===== config.mk =====
export PLATFORM = sky130hd
export DESIGN_NAME = serial_port_ctrl
export DESIGN_NICKNAME = d
export VERILOG_FILES = /design/src/rtl/serial_port_ctrl.sv
export SDC_FILE = /design/constraint.sdc
export NUM_CORES = 1
export LEC_CHECK = 0
export ABC_AREA = 1
export CELL_PAD_IN_SITES_DETAIL_PLACEMENT = 1
export CELL_PAD_IN_SITES_GLOBAL_PLACEMENT = 1
export CORE_MARGIN = 5
export CORE_UTILIZATION = 45
export DETAILED_ROUTE_END_ITERATION = 8
export PLACE_DENSITY = 0.86
export SLEW_MARGIN = 20
export SYNTH_ARGS = -nofsm -noshare
export SYNTH_HDL_FRONTEND = slang
export SYNTH_SLANG_ARGS = --single-unit

===== constraint.sdc =====
create_clock -name clk -period 4.2 [get_ports clk]
set_input_delay 0.63 -clock clk [delete_from_list [all_inputs] [get_ports clk]]
set_output_delay 0.63 -clock clk [all_outputs]
set_load 0.03 [all_outputs]

===== src/rtl/serial_port_ctrl.sv =====
// rtl/serial_port_ctrl.sv - memory-mapped 8N1 UART at 0xBF00 (data) / 0xBF01 (status)
// Optional 4-entry receive FIFO when SERIAL_RX_FIFO_EN is defined; otherwise a single holding register.
module serial_port_ctrl #(
    parameter int CLKS_PER_BIT = 434
) (
    input  logic        clk,
    input  logic        rst,
    input  logic [15:0] addr,
    input  logic [15:0] wdata,
    input  logic        write_en,
    input  logic        read_en,
    input  logic        rxd,
    output logic        txd,
    output logic [7:0]  serialPortData,
    output logic [1:0]  serialPortState
);

    localparam logic [15:0] DATA_ADDR = 16'hBF00;
    localparam logic [15:0] BIT_LAST  = 16'(CLKS_PER_BIT - 1);
    localparam logic [15:0] HALF_LAST = 16'(CLKS_PER_BIT / 2 - 1);

    typedef enum logic [1:0] {IDLE, START, DATA, STOP} uart_state_e;

    logic unused_wdata_hi;
    assign unused_wdata_hi = ^wdata[15:8];

    logic tx_store;
    logic pop_req;
    assign tx_store = write_en && (addr == DATA_ADDR);
    assign pop_req  = read_en && (addr == DATA_ADDR);

    uart_state_e tx_state_q;
    logic [15:0] tx_cnt_q;
    logic [2:0]  tx_bit_q;
    logic [7:0]  tx_byte_q;
    logic        txd_q;
    logic        tx_ready_q;
    logic        tx_line;

    // Line level implied by the current state; registered into txd_q, so txd lags the FSM by one cycle.
    always_comb begin
        tx_line = 1'b1;
        case (tx_state_q)
            START:   tx_line = 1'b0;
            DATA:    tx_line = tx_byte_q[tx_bit_q];
            default: tx_line = 1'b1;
        endcase
    end

    always_ff @(posedge clk or negedge rst) begin
        if (!rst) begin
            tx_state_q <= IDLE;
            tx_cnt_q   <= '0;
            tx_bit_q   <= '0;
            tx_byte_q  <= '0;
            txd_q      <= 1'b1;
            tx_ready_q <= 1'b1;
        end else begin
            txd_q      <= tx_line;
            tx_ready_q <= (tx_state_q == IDLE);
            case (tx_state_q)
                IDLE: begin
                    if (tx_store) begin
                        tx_byte_q  <= wdata[7:0];
                        tx_cnt_q   <= '0;
                        tx_state_q <= START;
                    end
                end
                START: begin
                    if (tx_cnt_q == BIT_LAST) begin
                        tx_cnt_q   <= '0;
                        tx_bit_q   <= '0;
                        tx_state_q <= DATA;
                    end else begin
                        tx_cnt_q <= tx_cnt_q + 16'd1;
                    end
                end
                DATA: begin
                    if (tx_cnt_q == BIT_LAST) begin
                        tx_cnt_q <= '0;
                        if (tx_bit_q == 3'd7) tx_state_q <= STOP;
                        else                  tx_bit_q   <= tx_bit_q + 3'd1;
                    end else begin
                        tx_cnt_q <= tx_cnt_q + 16'd1;
                    end
                end
                default: begin
                    if (tx_cnt_q == BIT_LAST) begin
                        tx_cnt_q   <= '0;
                        tx_state_q <= IDLE;
                    end else begin
                        tx_cnt_q <= tx_cnt_q + 16'd1;
                    end
                end
            endcase
        end
    end

    assign txd = txd_q;

    uart_state_e rx_state_q;
    logic        rx_meta_q;
    logic        rx_sync_q;
    logic        rx_prev_q;
    logic [15:0] rx_cnt_q;
    logic [2:0]  rx_bit_q;
    logic [7:0]  rx_shift_q;
    logic        rx_push;

    always_ff @(posedge clk or negedge rst) begin
        if (!rst) begin
            rx_meta_q  <= 1'b1;
            rx_sync_q  <= 1'b1;
            rx_prev_q  <= 1'b1;
            rx_state_q <= IDLE;
            rx_cnt_q   <= '0;
            rx_bit_q   <= '0;
            rx_shift_q <= '0;
        end else begin
            rx_meta_q <= rxd;
            rx_sync_q <= rx_meta_q;
            rx_prev_q <= rx_sync_q;
            case (rx_state_q)
                IDLE: begin
                    if (rx_prev_q && !rx_sync_q) begin
                        rx_cnt_q   <= '0;
                        rx_state_q <= START;
                    end
                end
                START: begin
                    // Mid start bit: a line already back high was only a glitch.
                    if (rx_cnt_q == HALF_LAST) begin
                        rx_cnt_q   <= '0;
                        rx_bit_q   <= '0;
                        rx_state_q <= rx_sync_q ? IDLE : DATA;
                    end else begin
                        rx_cnt_q <= rx_cnt_q + 16'd1;
                    end
                end
                DATA: begin
                    if (rx_cnt_q == BIT_LAST) begin
                        rx_cnt_q   <= '0;
                        rx_shift_q <= {rx_sync_q, rx_shift_q[7:1]};
                        if (rx_bit_q == 3'd7) rx_state_q <= STOP;
                        else                  rx_bit_q   <= rx_bit_q + 3'd1;
                    end else begin
                        rx_cnt_q <= rx_cnt_q + 16'd1;
                    end
                end
                default: begin
                    if (rx_cnt_q == BIT_LAST) begin
                        rx_cnt_q   <= '0;
                        rx_state_q <= IDLE;
                    end else begin
                        rx_cnt_q <= rx_cnt_q + 16'd1;
                    end
                end
            endcase
        end
    end

    assign rx_push = (rx_state_q == STOP) && (rx_cnt_q == BIT_LAST) && rx_sync_q;

    logic       buf_valid;
    logic [7:0] buf_head;
    logic       pop;

`ifdef SERIAL_RX_FIFO_EN
    logic [7:0] fifo_q [4];
    logic [1:0] wr_ptr_q;
    logic [1:0] rd_ptr_q;
    logic [2:0] count_q;
    logic [2:0] count_d;
    logic       push_ok;

    assign buf_valid = (count_q != 3'd0);
    assign buf_head  = fifo_q[rd_ptr_q];
    assign pop       = pop_req && buf_valid;
    // A full FIFO still accepts a push when the same edge frees a slot.
    assign push_ok   = rx_push && ((count_q != 3'd4) || pop);

    always_comb begin
        count_d = count_q;
        case ({push_ok, pop})
            2'b10:   count_d = count_q + 3'd1;
            2'b01:   count_d = count_q - 3'd1;
            default: count_d = count_q;
        endcase
    end

    always_ff @(posedge clk or negedge rst) begin
        if (!rst) begin
            for (int i = 0; i < 4; i++) fifo_q[i] <= '0;
            wr_ptr_q <= '0;
            rd_ptr_q <= '0;
            count_q  <= '0;
        end else begin
            if (push_ok) begin
                fifo_q[wr_ptr_q] <= rx_shift_q;
                wr_ptr_q         <= wr_ptr_q + 2'd1;
            end
            if (pop) rd_ptr_q <= rd_ptr_q + 2'd1;
            count_q <= count_d;
        end
    end
`else
    logic [7:0] hold_q;
    logic       hold_valid_q;

    assign buf_valid = hold_valid_q;
    assign buf_head  = hold_q;
    assign pop       = pop_req && hold_valid_q;

    // Newest byte wins: a push overrides both a stale byte and a same-cycle pop.
    always_ff @(posedge clk or negedge rst) begin
        if (!rst) begin
            hold_q       <= '0;
            hold_valid_q <= 1'b0;
        end else if (rx_push) begin
            hold_q       <= rx_shift_q;
            hold_valid_q <= 1'b1;
        end else if (pop) begin
            hold_valid_q <= 1'b0;
        end
    end
`endif

    assign serialPortData  = buf_valid ? buf_head : 8'h00;
    assign serialPortState = {buf_valid, tx_ready_q};

endmodule

### Yosys cells after proc, flatten, opt, wreduce, memory -nomap -nowiden

Cells that the tools add are included.

| cells by class | value |
|---|---|
| add/subtract/negate cells | 4 |
| order comparisons | 1 |
| equality and inequality tests | 21 |
| muxes and demuxes | 34 |
| reduce and logical (&&, ||, !) cells | 20 |

Operator list:

| cell | number |
|---|---|
| two-way mux 16 bit | 6 |
| adder 16 x 1 -> 16 bit, second input constant | 2 |
| == test 16 x 9 -> 1 bit, second input constant | 2 |
| one-hot mux 16 bit (2 select lines) | 1 |
| two-way mux 2 bit | 11 |
| inequality test 2 bit, second input constant | 10 |
| two-way mux 3 bit | 6 |
| == test 16 bit, second input constant | 1 |
| == test 16 x 8 -> 1 bit, second input constant | 1 |
| one-hot mux 2 bit (3 select lines) | 2 |
| one-hot mux 3 bit (2 select lines) | 2 |
| AND reduction 5 bit | 2 |
| two-way mux 8 bit | 1 |
| AND reduction 4 bit | 2 |
| nonzero test 2 bit | 4 |
| adder 3 x 1 -> 3 bit, second input constant | 2 |
| == test 2 bit, second input constant | 3 |
| == test 3 bit, second input constant | 2 |
| logical AND 1 bit | 6 |
| == test 2 x 1 -> 1 bit, second input constant | 2 |
| logical NOT 2 bit | 2 |
| < comparator 3 x 4 -> 1 bit, second input constant | 1 |
| AND reduction 2 bit | 2 |
| binary-select mux 1 bit (select 3 bit) | 1 |
| 4 further kinds | 6 |

| word-level totals | value |
|---|---|
| register bits | 72 |
| input bits | 37 |

### Longest topological paths before layout

| depth | value |
|---|---|
| depth after elaboration | 5 |
| mapped depth | 11 |

### Worst setup path after synthesis

Ideal clock, no wire load.

| path | value |
|---|---|
| path type | input-to-reg |
| start | in addr[7] |
| end | reg tx_cnt_q[0] |
| library setup time | 129 ps |
| arrival | 1378 ps |
| data required time | 4071 ps |
| setup slack | 2693 ps |
| stages | 8 |
| cells stage by stage | nor2_1 nand2_1 nor2_2 nand3_2 nand2_2 inv_2 nand2_1 o21ai_0 |

| between the ends | value |
|---|---|
| cells in the longest elaborated chain, start to end | 3 |

Ends and longest elaborated chain:

| item | RTL line | RTL |
|---|---|---|
| from (decl) | 8 | `input logic [15:0] addr,` |
| == test 16 bit | 29 | `assign tx_store = write_en && (addr == DATA_ADDR);` |
| logical AND 1 bit | 29 |  |
| inequality test 2 bit (no line) | - |  |
| to (signal assigned) | 75 | `tx_cnt_q <= tx_cnt_q + 16'd1;` |
| to (signal assigned) | 84 | `tx_cnt_q <= tx_cnt_q + 16'd1;` |
| to (signal assigned) | 92 | `tx_cnt_q <= tx_cnt_q + 16'd1;` |
| to (decl) | 33 | `logic [15:0] tx_cnt_q;` |

No other way between the ends.
A chain may end at the register's enable or synchronous reset.

### Worst setup path in the final report

| path | value |
|---|---|
| start | reg hold_valid_q (netlist: buf_valid) |
| end | out serialPortData[5] |

| between the ends | value |
|---|---|
| cells in the longest elaborated chain, start to end | 1 |

Ends and longest elaborated chain:

| item | RTL line | RTL |
|---|---|---|
| from (decl) | 208 | `logic hold_valid_q;` |
| from (signal assigned) | 218 | `hold_valid_q <= 1'b0;` |
| from (signal assigned) | 221 | `hold_valid_q <= 1'b1;` |
| from (signal assigned) | 223 | `hold_valid_q <= 1'b0;` |
| two-way mux 8 bit | 228 | `assign serialPortData = buf_valid ? buf_head : 8'h00;` |
| to (decl) | 14 | `output logic [7:0] serialPortData,` |

No other way between the ends.

==> impl_metrics.json <==
{
  "outcome": "complete, no violations",
  "start_kind": "flop",
  "synth_top_area_cell": "dfrtp_1",
  "tritoncts": "built",
  "synth_compound_area_share_pct": 9.60,
  "cp.required_ps": 3570,
  "grt_setup_unrepaired": "no",
  "synth-edff-count": 0,
  "crit_arrival_ps": 1750,
  "areaGrowthSynthToFinish_pct": 15.1,
  "skew_ps": 18.0,
  "synthDistinctLibCells": 37,
  "clkTransAtPathRegs_ps": 90,
  "grt_usage_pct": 19.8,
  "r2r-start": "rx_state_q[1]",
  "htreeDepth": 3,
  "fin_cells": 733,
  "post_cts_buffers": 0,
  "worstHoldStart": "rx_sync_q",
  "grt_pass1_wl_mm": 18.7,
  "power_frac_seq_pct": 43.7,
  "power_density_mw_per_mm2": 465,
  "rows": 35,
  "muxShareOfSynthArea_pct": 0,
  "hold_path_class": "flop to flop",
  "peakVddDrop_mv": 0.293,
  "tns_ps": 0,
  "post_synth_and_or_nand_nor_area_fraction_pct": 32.2,
  "endpoint_kind": "primary output",
  "placed_cells": 717,
  "rr_endpoint": "rx_bit_q[2]",
  "holdPathStages": 0,
  "cts_buffers": 9,
  "path_class": "flop to primary output",
  "vias_per_cell": 5.08,
  "initial_utilization_pct": 46.3,
  "internal_power_mw": 1.42,
  "synth_top_family_by_area": "simple AND/OR/NAND/NOR gates",
  "final_nets": 649,
  "insertion_delay_ps": 360,
  "whs_endpoint": "rx_prev_q",
  "clk_path_buf_depth": 2,
  "grt_max_degree": 73,
  "synth_seq_cells": 72,
  "regToRegSetupSlack_ps": 2290,
  "fp.dieW_um": 108,
  "gp_congestion": 0.856,
  "io_pins": 48,
  "place_hpwl_mm": 7.55,
  "port_buffers": 39,
  "p_total_mw": 2.30,
  "slew_headroom_pct": 39.4,
  "netSwitchingPower_uw": 889,
  "synth_area_per_cell_um2": 7.63,
  "dr.pass1.iters": 4,
  "drt-wirelength-per-cell_um": 14.2,
  "ys_warn_count": 0,
  "core_area_mm2": 0.00928,
  "mappedNetlistArea_mm2": 0.00430,
  "cp_max_fo": 10,
  "dpl_cell_area_mm2": 0.00474,
  "drv_slew": 0,
  "layout_commonest_cell": "nand2_1",
  "finalHoldViolations": 0,
  "async_reset_ff_share_pct": 100,
  "cts_sinks": 72,
  "grt-ovfl-total": 0,
  "num_antenna_cells": 0,
  "synthAdderAreaFrac_pct": 3.78,
  "postCtsHoldBufs": 0,
  "die_y_um": 108,
  "p_leak_nw": 2.42,
  "cts-resized-gates": 0,
  "root_buffer": "clkbuf_8",
  "r2r_cells": 7,
  "cap_violations": 0,
  "synth_ff_type": "dfrtp_1",
  "syn_inst": 564,
  "period_needed_ps": 2380,
  "drive_gt1_share_pct": 11.9,
  "power_switching_share_pct": 38.6,
  "fin_crit_sh_pct": 56.6,
  "postRouteAntennaNets": 0,
  "pwr-share-comb_pct": 29.9,
  "synth_top_area_share_pct": 39.0,
  "synth-seq-area-share_pct": 42.0,
  "setup_viol_count_final": 0,
  "synth_xor_area_share_pct": 2.04,
  "drt-total-wl_mm": 10.4,
  "synth_top_cells_by_area": "dfrtp_1 39%, nand2_1 13%, inv_1 7.2%",
  "grt_pass1_vias": 3968,
  "max_freq_mhz": 421,
  "pwr-share-clk_pct": 26.4,
  "layout_common_cells": "145 x nand2_1, 82 x inv_1, 67 x dfrtp_1",
  "antenna_found_initial": 0,
  "vias": 3724,
  "dieArea_mm2": 0.0116,
  "drcViolationCount": 0,
  "final_area_mm2": 0.00495,
  "worst_pin_slew_ps": 909,
  "drt_iter0_markers": 101,
  "syn_nets": 614
}
per-stage QoR:
step | util (%) | hold slack, ps | worst slack, ps
after detailed placement | 51.1 | 362 | 1880
final | 53.4 | 375 | 1820
after floorplan | - | 334 | 2690
after global routing | 53.4 | 385 | 1690
after CTS | 53.4 | 377 | 1780
after global placement | 51.1 | 357 | 2000
cells by family (layout without fill, tap and decap cells):
kind of cell,after synthesis,in the layout
DFF,72,72
and+or+nand+nor,295,295
AOI/OAI and AO/OA,70,70
buffers and inverters,104,144
adders and majority gates,13,13
xor gates and xnor gates,10,10
final cells by class:
class | count | area [um2]
well taps | 129 | 161
multi-input cells | 388 | 2050
clock buffers | 10 | 128
repair buffers | 39 | 388
flip-flops and latches | 72 | 1810
clock inverters | 6 | 83.8
inverters | 89 | 334
fillers | 1196 | 4330
cells in the mapped netlist, types with 9 or more instances:
| master | n |
|---|---|
| nand2_1 | 145 |
| inv_1 | 82 |
| dfrtp_1 | 67 |
| nor2_1 | 47 |
| nand3_1 | 41 |
| o21ai_0 | 25 |
| nand4_1 | 20 |
| o21ai_1 | 18 |
| nor2_2 | 15 |
| ha_1 | 13 |
| o21ai_2 | 9 |
layer usage:
layer	GRT usage [%]	routed length [um]	share of wire, %
met3	3.06	249	2.4
met2	35.3	5410	52
met4	5.86	140	1.3
met1	24.5	4640	44
met5	0	0	0
power groups by stage:
stage	combinational [mW]	sequential [mW]	clock [mW]
after CTS	0.698	1.01	0.621
after global routing	0.801	1.03	0.656
after detailed placement	0.692	1.01	0
final	0.689	1.01	0.609
after global placement	0.654	1.00	0
after floorplan	0.545	0.952	0
state kept, by name (all words and copies together), names as in the netlist:
signal      flops
buf_head        8
buf_valid       1
rx_bit_q        3
rx_cnt_q       16
rx_meta_q       1
rx_prev_q       1
rx_shift_q      8
rx_state_q      2
rx_sync_q       1
tx_bit_q        3
tx_byte_q       8
tx_cnt_q       16
tx_ready_q      1
tx_state_q      2
txd             1
critical path, stage by stage (launching register included):
cell and delay, ps:
dfrtp_1 540, nand2_1 110, inv_1 80, clkdlybuf4s50_1 660
worst max path at each step:
stage | endpoint | start | slack (ps)
3_5_place_dp | tx_byte_q[0] | addr[15] | 1880
5_1_grt | serialPortData[5] | buf_valid | 1690
3_3_place_gp | tx_cnt_q[0] | addr[15] | 2000
6_report | serialPortData[5] | buf_valid | 1820
2_1_floorplan | tx_cnt_q[0] | addr[7] | 2690
4_1_cts | serialPortData[5] | buf_valid | 1780
Note: power is estimated with default switching activity, not from simulation.
